File: src/rtl/uart_rx_fsmd_if.sv
// Host-side bundle of the UART receiver: received word plus status pulses.
// master: driven by uart_rx_fsmd; slave: consumed by host logic.
interface uart_rx_fsmd_if #(
  parameter int DATA_WIDTH = 8
);
  logic [DATA_WIDTH-1:0] rx_data;
  logic                  rx_valid;
  logic                  frame_err;
  logic                  parity_err;
  logic                  busy;

  modport master (
    output rx_data,
    output rx_valid,
    output frame_err,
    output parity_err,
    output busy
  );

  modport slave (
    input rx_data,
    input rx_valid,
    input frame_err,
    input parity_err,
    input busy
  );
endinterface

File: src/rtl/uart_rx_fsmd.sv
// UART receiver FSMD: oversampled start detect, mid-bit LSB-first sampling.
// Ports: clk, hard_rst (async), soft_rst (sync), baud_tick, rx, bus (master).
// Optional even parity bit enabled by defining UART_RX_PARITY_EN.
module uart_rx_fsmd #(
  parameter int DATA_WIDTH = 8,
  parameter int OVERSAMPLE = 16
) (
  input  logic            clk,
  input  logic            hard_rst,
  input  logic            soft_rst,
  input  logic            baud_tick,
  input  logic            rx,
  uart_rx_fsmd_if.master  bus
);

  localparam int TW = $clog2(OVERSAMPLE);
  localparam int BW = $clog2(DATA_WIDTH + 1);

  localparam logic [TW-1:0] HALF = TW'(OVERSAMPLE / 2 - 1);
  localparam logic [TW-1:0] FULL = TW'(OVERSAMPLE - 1);
  localparam logic [BW-1:0] LAST = BW'(DATA_WIDTH - 1);

  typedef enum logic [2:0] {
    IDLE,
    START,
    DATA,
`ifdef UART_RX_PARITY_EN
    PARITY,
`endif
    STOP
  } state_t;

  state_t state, state_d;

  logic meta, sync, prev;

  logic [TW-1:0]         tick_cnt;
  logic [BW-1:0]         bit_cnt;
  logic [DATA_WIDTH-1:0] shreg;
  logic [DATA_WIDTH-1:0] data_q;
  logic                  valid_q;
  logic                  ferr_q;

  logic tick_clr, tick_inc;
  logic bit_clr, bit_inc;
  logic shift_en;
  logic done_ok, done_ferr;

`ifdef UART_RX_PARITY_EN
  logic par_en, done_perr;
  logic par_q, perr_q;
`endif

  // prev only advances on ticks so an edge between ticks is still
  // seen as prev=1, sync=0 at the next tick.
  always_ff @(posedge clk or posedge hard_rst) begin
    if (hard_rst) begin
      meta <= 1'b1;
      sync <= 1'b1;
      prev <= 1'b1;
    end else if (soft_rst) begin
      meta <= 1'b1;
      sync <= 1'b1;
      prev <= 1'b1;
    end else begin
      meta <= rx;
      sync <= meta;
      if (baud_tick) prev <= sync;
    end
  end

  always_ff @(posedge clk or posedge hard_rst) begin
    if (hard_rst)      state <= IDLE;
    else if (soft_rst) state <= IDLE;
    else               state <= state_d;
  end

  always_comb begin
    state_d   = state;
    tick_clr  = 1'b0;
    tick_inc  = 1'b0;
    bit_clr   = 1'b0;
    bit_inc   = 1'b0;
    shift_en  = 1'b0;
    done_ok   = 1'b0;
    done_ferr = 1'b0;
`ifdef UART_RX_PARITY_EN
    par_en    = 1'b0;
    done_perr = 1'b0;
`endif
    if (baud_tick) begin
      unique case (state)
        IDLE: begin
          if (prev && !sync) begin
            tick_clr = 1'b1;
            state_d  = START;
          end
        end
        START: begin
          if (tick_cnt == HALF) begin
            if (!sync) begin
              tick_clr = 1'b1;
              bit_clr  = 1'b1;
              state_d  = DATA;
            end else begin
              state_d  = IDLE;
            end
          end else begin
            tick_inc = 1'b1;
          end
        end
        DATA: begin
          if (tick_cnt == FULL) begin
            shift_en = 1'b1;
            tick_clr = 1'b1;
            bit_inc  = 1'b1;
            if (bit_cnt == LAST) begin
`ifdef UART_RX_PARITY_EN
              state_d = PARITY;
`else
              state_d = STOP;
`endif
            end
          end else begin
            tick_inc = 1'b1;
          end
        end
`ifdef UART_RX_PARITY_EN
        PARITY: begin
          if (tick_cnt == FULL) begin
            par_en   = 1'b1;
            tick_clr = 1'b1;
            state_d  = STOP;
          end else begin
            tick_inc = 1'b1;
          end
        end
`endif
        STOP: begin
          if (tick_cnt == FULL) begin
            tick_clr = 1'b1;
            state_d  = IDLE;
            if (!sync) begin
              done_ferr = 1'b1;
`ifdef UART_RX_PARITY_EN
            end else if (par_q != ^shreg) begin
              done_perr = 1'b1;
`endif
            end else begin
              done_ok = 1'b1;
            end
          end else begin
            tick_inc = 1'b1;
          end
        end
        default: state_d = IDLE;
      endcase
    end
  end

  // Shifting in from the top lands bit 0 in the LSB after
  // DATA_WIDTH samples.
  always_ff @(posedge clk or posedge hard_rst) begin
    if (hard_rst) begin
      tick_cnt <= '0;
      bit_cnt  <= '0;
      shreg    <= '0;
      data_q   <= '0;
      valid_q  <= 1'b0;
      ferr_q   <= 1'b0;
    end else if (soft_rst) begin
      tick_cnt <= '0;
      bit_cnt  <= '0;
      shreg    <= '0;
      data_q   <= '0;
      valid_q  <= 1'b0;
      ferr_q   <= 1'b0;
    end else begin
      if (tick_clr)      tick_cnt <= '0;
      else if (tick_inc) tick_cnt <= tick_cnt + 1'b1;
      if (bit_clr)       bit_cnt <= '0;
      else if (bit_inc)  bit_cnt <= bit_cnt + 1'b1;
      if (shift_en) begin
        shreg <= {sync, shreg[DATA_WIDTH-1:1]};
      end
      if (done_ok) data_q <= shreg;
      valid_q <= done_ok;
      ferr_q  <= done_ferr;
    end
  end

`ifdef UART_RX_PARITY_EN
  always_ff @(posedge clk or posedge hard_rst) begin
    if (hard_rst) begin
      par_q  <= 1'b0;
      perr_q <= 1'b0;
    end else if (soft_rst) begin
      par_q  <= 1'b0;
      perr_q <= 1'b0;
    end else begin
      if (par_en) par_q <= sync;
      perr_q <= done_perr;
    end
  end

  assign bus.parity_err = perr_q;
`else
  assign bus.parity_err = 1'b0;
`endif

  assign bus.rx_data   = data_q;
  assign bus.rx_valid  = valid_q;
  assign bus.frame_err = ferr_q;
  assign bus.busy      = (state != IDLE);

endmodule

File: src/flat_wrapper.sv
// flat-port wrapper written by rule: the top's interface ports become plain ports
module uart_rx_fsmd_flat 
#(
  parameter int DATA_WIDTH = 8,
  parameter int OVERSAMPLE = 16
)
  (clk, hard_rst, soft_rst, baud_tick, rx, bus_rx_data, bus_rx_valid, bus_frame_err, bus_parity_err, bus_busy);
  uart_rx_fsmd_if #(.DATA_WIDTH(DATA_WIDTH)) bus_i ();
  input  logic clk;
  input  logic hard_rst;
  input  logic soft_rst;
  input  logic baud_tick;
  input  logic rx;
  output wire logic [$bits(bus_i.rx_data)-1:0] bus_rx_data;
  output wire logic [$bits(bus_i.rx_valid)-1:0] bus_rx_valid;
  output wire logic [$bits(bus_i.frame_err)-1:0] bus_frame_err;
  output wire logic [$bits(bus_i.parity_err)-1:0] bus_parity_err;
  output wire logic [$bits(bus_i.busy)-1:0] bus_busy;
  assign bus_rx_data = bus_i.rx_data;
  assign bus_rx_valid = bus_i.rx_valid;
  assign bus_frame_err = bus_i.frame_err;
  assign bus_parity_err = bus_i.parity_err;
  assign bus_busy = bus_i.busy;
  uart_rx_fsmd #(.DATA_WIDTH(DATA_WIDTH), .OVERSAMPLE(OVERSAMPLE)) u_core (.clk(clk), .hard_rst(hard_rst), .soft_rst(soft_rst), .baud_tick(baud_tick), .rx(rx), .bus(bus_i));
endmodule
File: config.mk
export PLATFORM = sky130hd
export DESIGN_NAME = uart_rx_fsmd_flat
export DESIGN_NICKNAME = d
export VERILOG_FILES = /design/src/rtl/uart_rx_fsmd_if.sv /design/src/rtl/uart_rx_fsmd.sv /design/src/flat_wrapper.sv
export SDC_FILE = /design/constraint.sdc
export NUM_CORES = 1
export LEC_CHECK = 0
export ABC_AREA = 1
export CAP_MARGIN = 30
export CORE_MARGIN = 2
export CORE_UTILIZATION = 45
export CTS_CLUSTER_SIZE = 28
export DETAILED_ROUTE_END_ITERATION = 10
export HOLD_SLACK_MARGIN = 0.06
export PLACE_DENSITY = 0.72
export SLEW_MARGIN = 20
export SYNTH_ARGS = -nofsm -noshare
export SYNTH_HDL_FRONTEND = slang
export SYNTH_SLANG_ARGS = --single-unit
File: constraint.sdc
create_clock -name clk -period 3.4 [get_ports clk]
set_input_delay 0.68 -clock clk [delete_from_list [all_inputs] [get_ports clk]]
set_output_delay 0.68 -clock clk [all_outputs]
set_load 0.02 [all_outputs]
==> run summary, run 1 <==
status = complete, no violations
CTS tree = yes
cts-stage hold buffer count = 0
Detailed Route WL = 3.18 mm
Crit. Startpoint = u_core.state[1]$_DFFE_PP0P_
critical path type = register to primary output
Required @ worst endpoint = 2.72 ns
Final Max Tran Viols = 0
Routed WL per cell = 12.9 um
final setup fails = 0
min Tclk post-route = 2.33 ns
Synth Cell Area = 1560 um^2
cells on worst reg2reg path = 5
Highest Clock Rate = 429 MHz
Syn Area/Cell = 8.56 um^2
total grt overflow = 0
fin area = 1810 um^2
power density over the cells = 379 nW/um^2
sequential fraction of the synthesis area = 50.0%
clk buf depth = 2
clock slew at reported path FFs = 0.11 ns
Port Buffers = 15
Placed Area = 1740 um^2
number of setup buffers added after CTS = 0
Async S/R FF share, synth = 100%
worst setup path end = bus_busy
post-cts resize count = 0
Initial Util = 46.7%
syn_nets = 189
width of the die = 62.8 um
LEAKAGE = 0.849 nW
max-cap violations = 0
Antenna Cells = 0
share of cells above drive strength 1 = 14.9%
Skew-Pair Late Insertion Delay = 0.33 ns
ys flop type = dfrtp_1
Min Hold Slack = 0.491 ns
RR Startpoint = u_core.tick_cnt[0]$_DFFE_PP0P_
CTS buffer count = 5
vias in the first global route = 1228
Die ar. = 3950 um^2
Final ANT Viol Nets = 0
Pre-antenna DRT Iters = 4
drt drc = 0
clock sinks = 31
Root Buffer = clkbuf_4
largest net degree at the start of global routing = 32
area grow syn2layout = 16.4%
delay of the slowest critical-path stage = 0.54 ns
Synth warnings = 0
initial antenna violation count = 0
setup TNS = 0 ns
RR Endpoint = u_core.bit_cnt[0]$_DFFE_PP0P_
IO Count = 17
HP Class = register to register
clock skew = 0.0139 ns
Final GP Congestion = 0.830
core area = 3340 um^2
Post-DP HPWL = 2.29 mm
vias per cell = 5.19
Post-synth EDFFs = 0
Starting DRT DRC Count = 46
Tot GR Track Use = 18.0%
H-tree levels = 2
vias after detailed routing = 1283
Slowest-stage cell, CP = clkdlybuf4s50_1
RSZ-0062 raised after global routing = no
count of nets after finishing = 207
global-route wire length before repair = 5.60 mm
worst path cell trace = nor2_1, inv_1, clkdlybuf4s50_1
Netlist cell types = 31
crit-path max FO = 9
Final period util = 68.5%
R2R Setup Slk = 1.82 ns
Setup crit start kind = register
CP Capture Type = primary output
synthesis-stage register bit count = 31
Die Height = 62.8 um
worst vdd ir = 0.266 mV
Data arrival, critical path = 1.65 ns
row count = 21
most common cell after layout, fill and taps aside = nand2_1
final hold vios = 0
most frequent cells in the layout = nand2_1 (30), nand3_1 (28), dfrtp_1 (28), inv_1 (21), clkdlybuf4s50_1 (15)
Post-Syn Instances = 182
==> metrics by stage <==
stage | cells | util [%] | worst slack (ns) | power (mW)
after floorplan | 182 | - | 1.90 | 0.428
after global placement | 239 | 52.2 | 1.15 | 0.442
after detailed placement | 239 | 52.2 | 1.10 | 0.443
after CTS | 247 | 54.3 | 1.05 | 0.694
after global routing | 247 | 54.3 | 0.923 | 0.722
final | 247 | 54.3 | 1.07 | 0.686
==> cell usage after synthesis, types with 4 or more instances <==
master	instances	area, um^2
o22ai_1	6	37.5
nor3_1	4	20.0
inv_2	4	15.0
o21ai_0	9	45.0
nor2_1	14	52.6
dfrtp_1	28	701
inv_1	21	78.8
nand2_1	30	113
nand3_1	28	140
nand4_1	4	25.0
==> power by group <==
group	internal [mW]	switching [mW]	total (mW)
Clock	0.121	0.129	0.250
Combinational	0.0185	0.0395	0.0580
Sequential	0.373	0.00510	0.378
Total	0.513	0.174	0.686
==> critical path: cells and delay by family (launching register included) <==
family                 cells  cell delay, ns
buffers and inverters      2            0.60
DFF                        1            0.50
and+or+nand+nor            1            0.24
==> flip-flops by register name, summed over array words and instances, names as in the netlist <==
| signal | cells |
|---|---|
| u_core.bit_cnt | 4 |
| u_core.bus.frame_err | 1 |
| u_core.bus.rx_data | 8 |
| u_core.bus.rx_valid | 1 |
| u_core.meta | 1 |
| u_core.prev | 1 |
| u_core.shreg | 8 |
| u_core.state | 2 |
| u_core.sync | 1 |
| u_core.tick_cnt | 4 |
==> cells by family (layout without fill, tap and decap cells) <==
family	Yosys count	in the layout	share of synthesized area, %
flops	31	31	50.0
buf+inv	31	50	8.43
simple gates	93	93	30.2
other cells	1	1	0.241
compound gates	22	22	8.35
xor+xnor	2	2	1.12
fa+ha+maj	2	2	1.61
==> layer usage <==
metal | up-vias | GRT usage [%] | routed length [um]
met5 | - | 0 | 0
met4 | 0 | 7.50 | 59
met3 | 7 | 3.42 | 162
met2 | 36 | 26.7 | 1460
met1 | 608 | 25.9 | 1500
li1 | 632 | - | -
==> layout make-up <==
class / instances / area [um^2]
multi-input cells: 120 / 647
repair buffers: 16 / 158
clock buffers: 7 / 65.1
clock inverters: 1 / 7.51
flip-flops and latches: 31 / 779
well taps: 46 / 57.6
inverters: 26 / 98.8
fillers: 323 / 1520
==> worst min path at each step <==
stage | startpoint | endpoint | slack [ns] | depth (start not counted)
2_1_floorplan | u_core.shreg[6]$_DFFE_PP0P_ | u_core.bus.rx_data[6]$_DFFE_PP0P_ | 0.44 | 2
3_3_place_gp | u_core.shreg[6]$_DFFE_PP0P_ | u_core.bus.rx_data[6]$_DFFE_PP0P_ | 0.46 | 2
3_5_place_dp | u_core.shreg[6]$_DFFE_PP0P_ | u_core.bus.rx_data[6]$_DFFE_PP0P_ | 0.46 | 2
4_1_cts | u_core.shreg[7]$_DFFE_PP0P_ | u_core.shreg[7]$_DFFE_PP0P_ | 0.49 | 2
5_1_grt | u_core.shreg[7]$_DFFE_PP0P_ | u_core.shreg[7]$_DFFE_PP0P_ | 0.51 | 2
6_report | u_core.shreg[7]$_DFFE_PP0P_ | u_core.shreg[7]$_DFFE_PP0P_ | 0.49 | 2
No activity file was read; power rests on OpenSTA's default activity.
==> inputs of run 2 (changes only) <==
Clock period 3.4 ns to 2.4 ns, I/O delays scaled along.
==> run 2 against run 1 <==
Effect of this change:
- worst setup slack got worse by 0.87 ns
- global-route usage is 0.084 points higher
- combinational power is 47% higher
- count of clock-buffer cells in the layout decreased by 1
- non-clock buffer count is 2 higher
- clock power increased by 24%
- flip-flop and latch count did not move
- final cell count rose by 0.40%
- first-iteration DRC count rose by 15%
- design area barely moved
- via count decreased by 2.8%
- critical path depth stayed put
- critical endpoint unchanged
- largest power group unchanged
==> run summary, run 2 (synthesized netlist as in run 1, its figures left out) <==
critical path type = register to primary output
crit-path max FO = 9 (unchanged)
CTS buffer count = 5 (unchanged)
IO Count = 17 (unchanged)
Comb pwr share = 9.2% (+0.8 points)
min Tclk post-route = 2.20 ns
clock sinks = 31 (unchanged)
Starting DRT DRC Count = 53 (+15%)
Data arrival, critical path = 1.72 ns (+0.07 ns)
Post-DP HPWL = 2.19 mm (-4.4%)
most frequent cells in the layout = nand2_1 (30), nand3_1 (28), dfrtp_1 (28), inv_1 (21), clkdlybuf4s50_1 (15)
internal power = 0.692 mW (+35%)
RSZ-0062 raised after global routing = no
vias in the first global route = 1255 (+2.2%)
Final Core Density = 54.3% (about the same)
vias per cell = 5.03 (-3.2%)
initial antenna violation count = 0 (unchanged)
largest net degree at the start of global routing = 32 (unchanged)
Sequential cell area = 779 um^2 (unchanged)
delay of the slowest critical-path stage = 0.54 ns (about the same)
cell family with most CP delay = buffers and inverters
vias after detailed routing = 1247 (-2.8%)
LEAKAGE = 0.856 nW (+0.73%)
Die ar. = 3950 um^2 (unchanged)
count of nets after finishing = 209 (+0.97%)
final hold vios = 0 (unchanged)
setup TNS = 0 ns (unchanged)
status = complete, no violations
cts-stage hold buffer count = 0 (unchanged)
CP Capture Type = primary output
clock share of power = 33.3% (-3.1 points)
Final Max Tran Viols = 0 (unchanged)
multi-input logic area = 647 um^2 (unchanged)
Slowest-stage cell, CP = clkdlybuf4s50_1
Final period util = 91.8%
core area = 3340 um^2 (unchanged)
Routed WL per cell = 12.4 um (-3.6%)
global-route wire length before repair = 5.53 mm (-1.2%)
post-cts resize count = 0 (unchanged)
row count = 21 (unchanged)
fillers = 312 (-3.4%)
Final GP Congestion = 0.802 (-3.4%)
number of setup buffers added after CTS = 0 (unchanged)
Tot GR Track Use = 18.1% (+0.084 points)
Highest Clock Rate = 454 MHz
Antenna Cells = 0 (unchanged)
HP Class = register to register
width of the die = 62.8 um (unchanged)
Setup crit start kind = register
share of cells above drive strength 1 = 15.3% (+0.42 points)
worst vdd ir = 0.320 mV (+21%)
pre-CTS WS = 0.467 ns (-0.633 ns)
worst path cell trace = nor2_1, inv_1, clkdlybuf4s50_1
Die Height = 62.8 um (unchanged)
final setup fails = 0 (unchanged)
Initial Util = 46.7% (unchanged)
R2R Setup Slk = 0.85 ns (-0.97 ns)
final worst slack = 0.197 ns (-0.874 ns)
Sequential Power Share = 57.6% (+2.5 points)
CTS tree = yes
P_sw = 0.239 mW (+37%)
Pre-antenna DRT Iters = 4 (unchanged)
clock slew at reported path FFs = 0.10 ns (about the same)
H-tree levels = 2 (unchanged)
Port Buffers = 15 (unchanged)
total grt overflow = 0 (unchanged)
Sw Ratio = 25.6% (+0.32 points)
max-cap violations = 0 (unchanged)
Final ANT Viol Nets = 0 (unchanged)
power density over the cells = 514 nW/um^2 (+36%)
buffers and inverters on the worst path = 2 (unchanged)
Skew-Pair Late Insertion Delay = 0.34 ns (about the same)
Required @ worst endpoint = 1.92 ns (-0.80 ns)
clock skew = 0.00990 ns (-0.00398 ns)
Root Buffer = clkbuf_4
drt drc = 0 (unchanged)
Detailed Route WL = 3.08 mm (-3.2%)
most common cell after layout, fill and taps aside = nand2_1
area grow syn2layout = 16.3% (about the same)
clk buf depth = 2 (unchanged)
-- run 2: changes by cell type in the layout (fill, tap and decap cells not counted), sizes merged --
| cell | change |
|---|---|
| clkinv | +1 |
| buf | +2 |
| clkinvlp | -1 |
| clkbuf | -1 |
-- run 2: final timing paths --
kind	cells past startpoint	from	to
max in group asynchronous	3	hard_rst	u_core.meta$_DFF_PP1_
worst max register to register	8	u_core.tick_cnt[0]$_DFFE_PP0P_	u_core.shreg[7]$_DFFE_PP0P_
worst min-delay path	2	u_core.shreg[6]$_DFFE_PP0P_	u_core.bus.rx_data[6]$_DFFE_PP0P_
worst min register to register	2	u_core.shreg[6]$_DFFE_PP0P_	u_core.bus.rx_data[6]$_DFFE_PP0P_
min in group asynchronous	3	hard_rst	u_core.bus.rx_data[0]$_DFFE_PP0P_
worst max-delay path	3	u_core.state[1]$_DFFE_PP0P_	bus_busy
-- run 2: worst register-to-register path, cell delays in order, from the launching register on --
cell and delay, ns:
dfrtp_1 0.39, ha_1 0.29, nand3_4 0.14, clkinv_2 0.11
nand3_2 0.10, nand2_2 0.15, inv_2 0.06, a21oi_1 0.15
inv_1 0.05
-- run 2: power groups by stage --
stage               Combinational (mW)  Sequential [mW]  Clock, mW
floorplan                       0.0631            0.543          0
global placement                0.0831            0.546          0
detailed placement              0.0860            0.546          0
CTS                             0.0861            0.536      0.319
global route                    0.0974            0.537      0.343
finish                          0.0853            0.536      0.310
-- run 2: metrics by stage --
step	hold WS [ns]	total power, mW	cell area [um^2]	std cells
floorplan	0.442	0.606	1560	182
global placement	0.458	0.629	1760	241
detailed placement	0.460	0.632	1760	241
CTS	0.486	0.941	1810	248
global route	0.521	0.977	1810	248
finish	0.472	0.931	1810	248
-- run 2: final cells by class --
class | count | area share, %
Clock buffer | 6 | 2.83
Clock inverter | 1 | 0.276
Inverter | 26 | 5.46
Multi-Input combinational cell | 120 | 35.7
Sequential cell | 31 | 43.0
Tap cell | 46 | 3.18
Timing Repair Buffer | 18 | 9.53
-- run 2: routing by layer --
| layer | global-route usage [%] | vias to the layer above | wire, um |
|---|---|---|---|
| li1 | - | 635 | - |
| met1 | 22.9 | 574 | 1450 |
| met2 | 28.5 | 32 | 1400 |
| met3 | 5.23 | 6 | 167 |
| met4 | 8.89 | 0 | 57 |
| met5 | 0 | - | 0 |
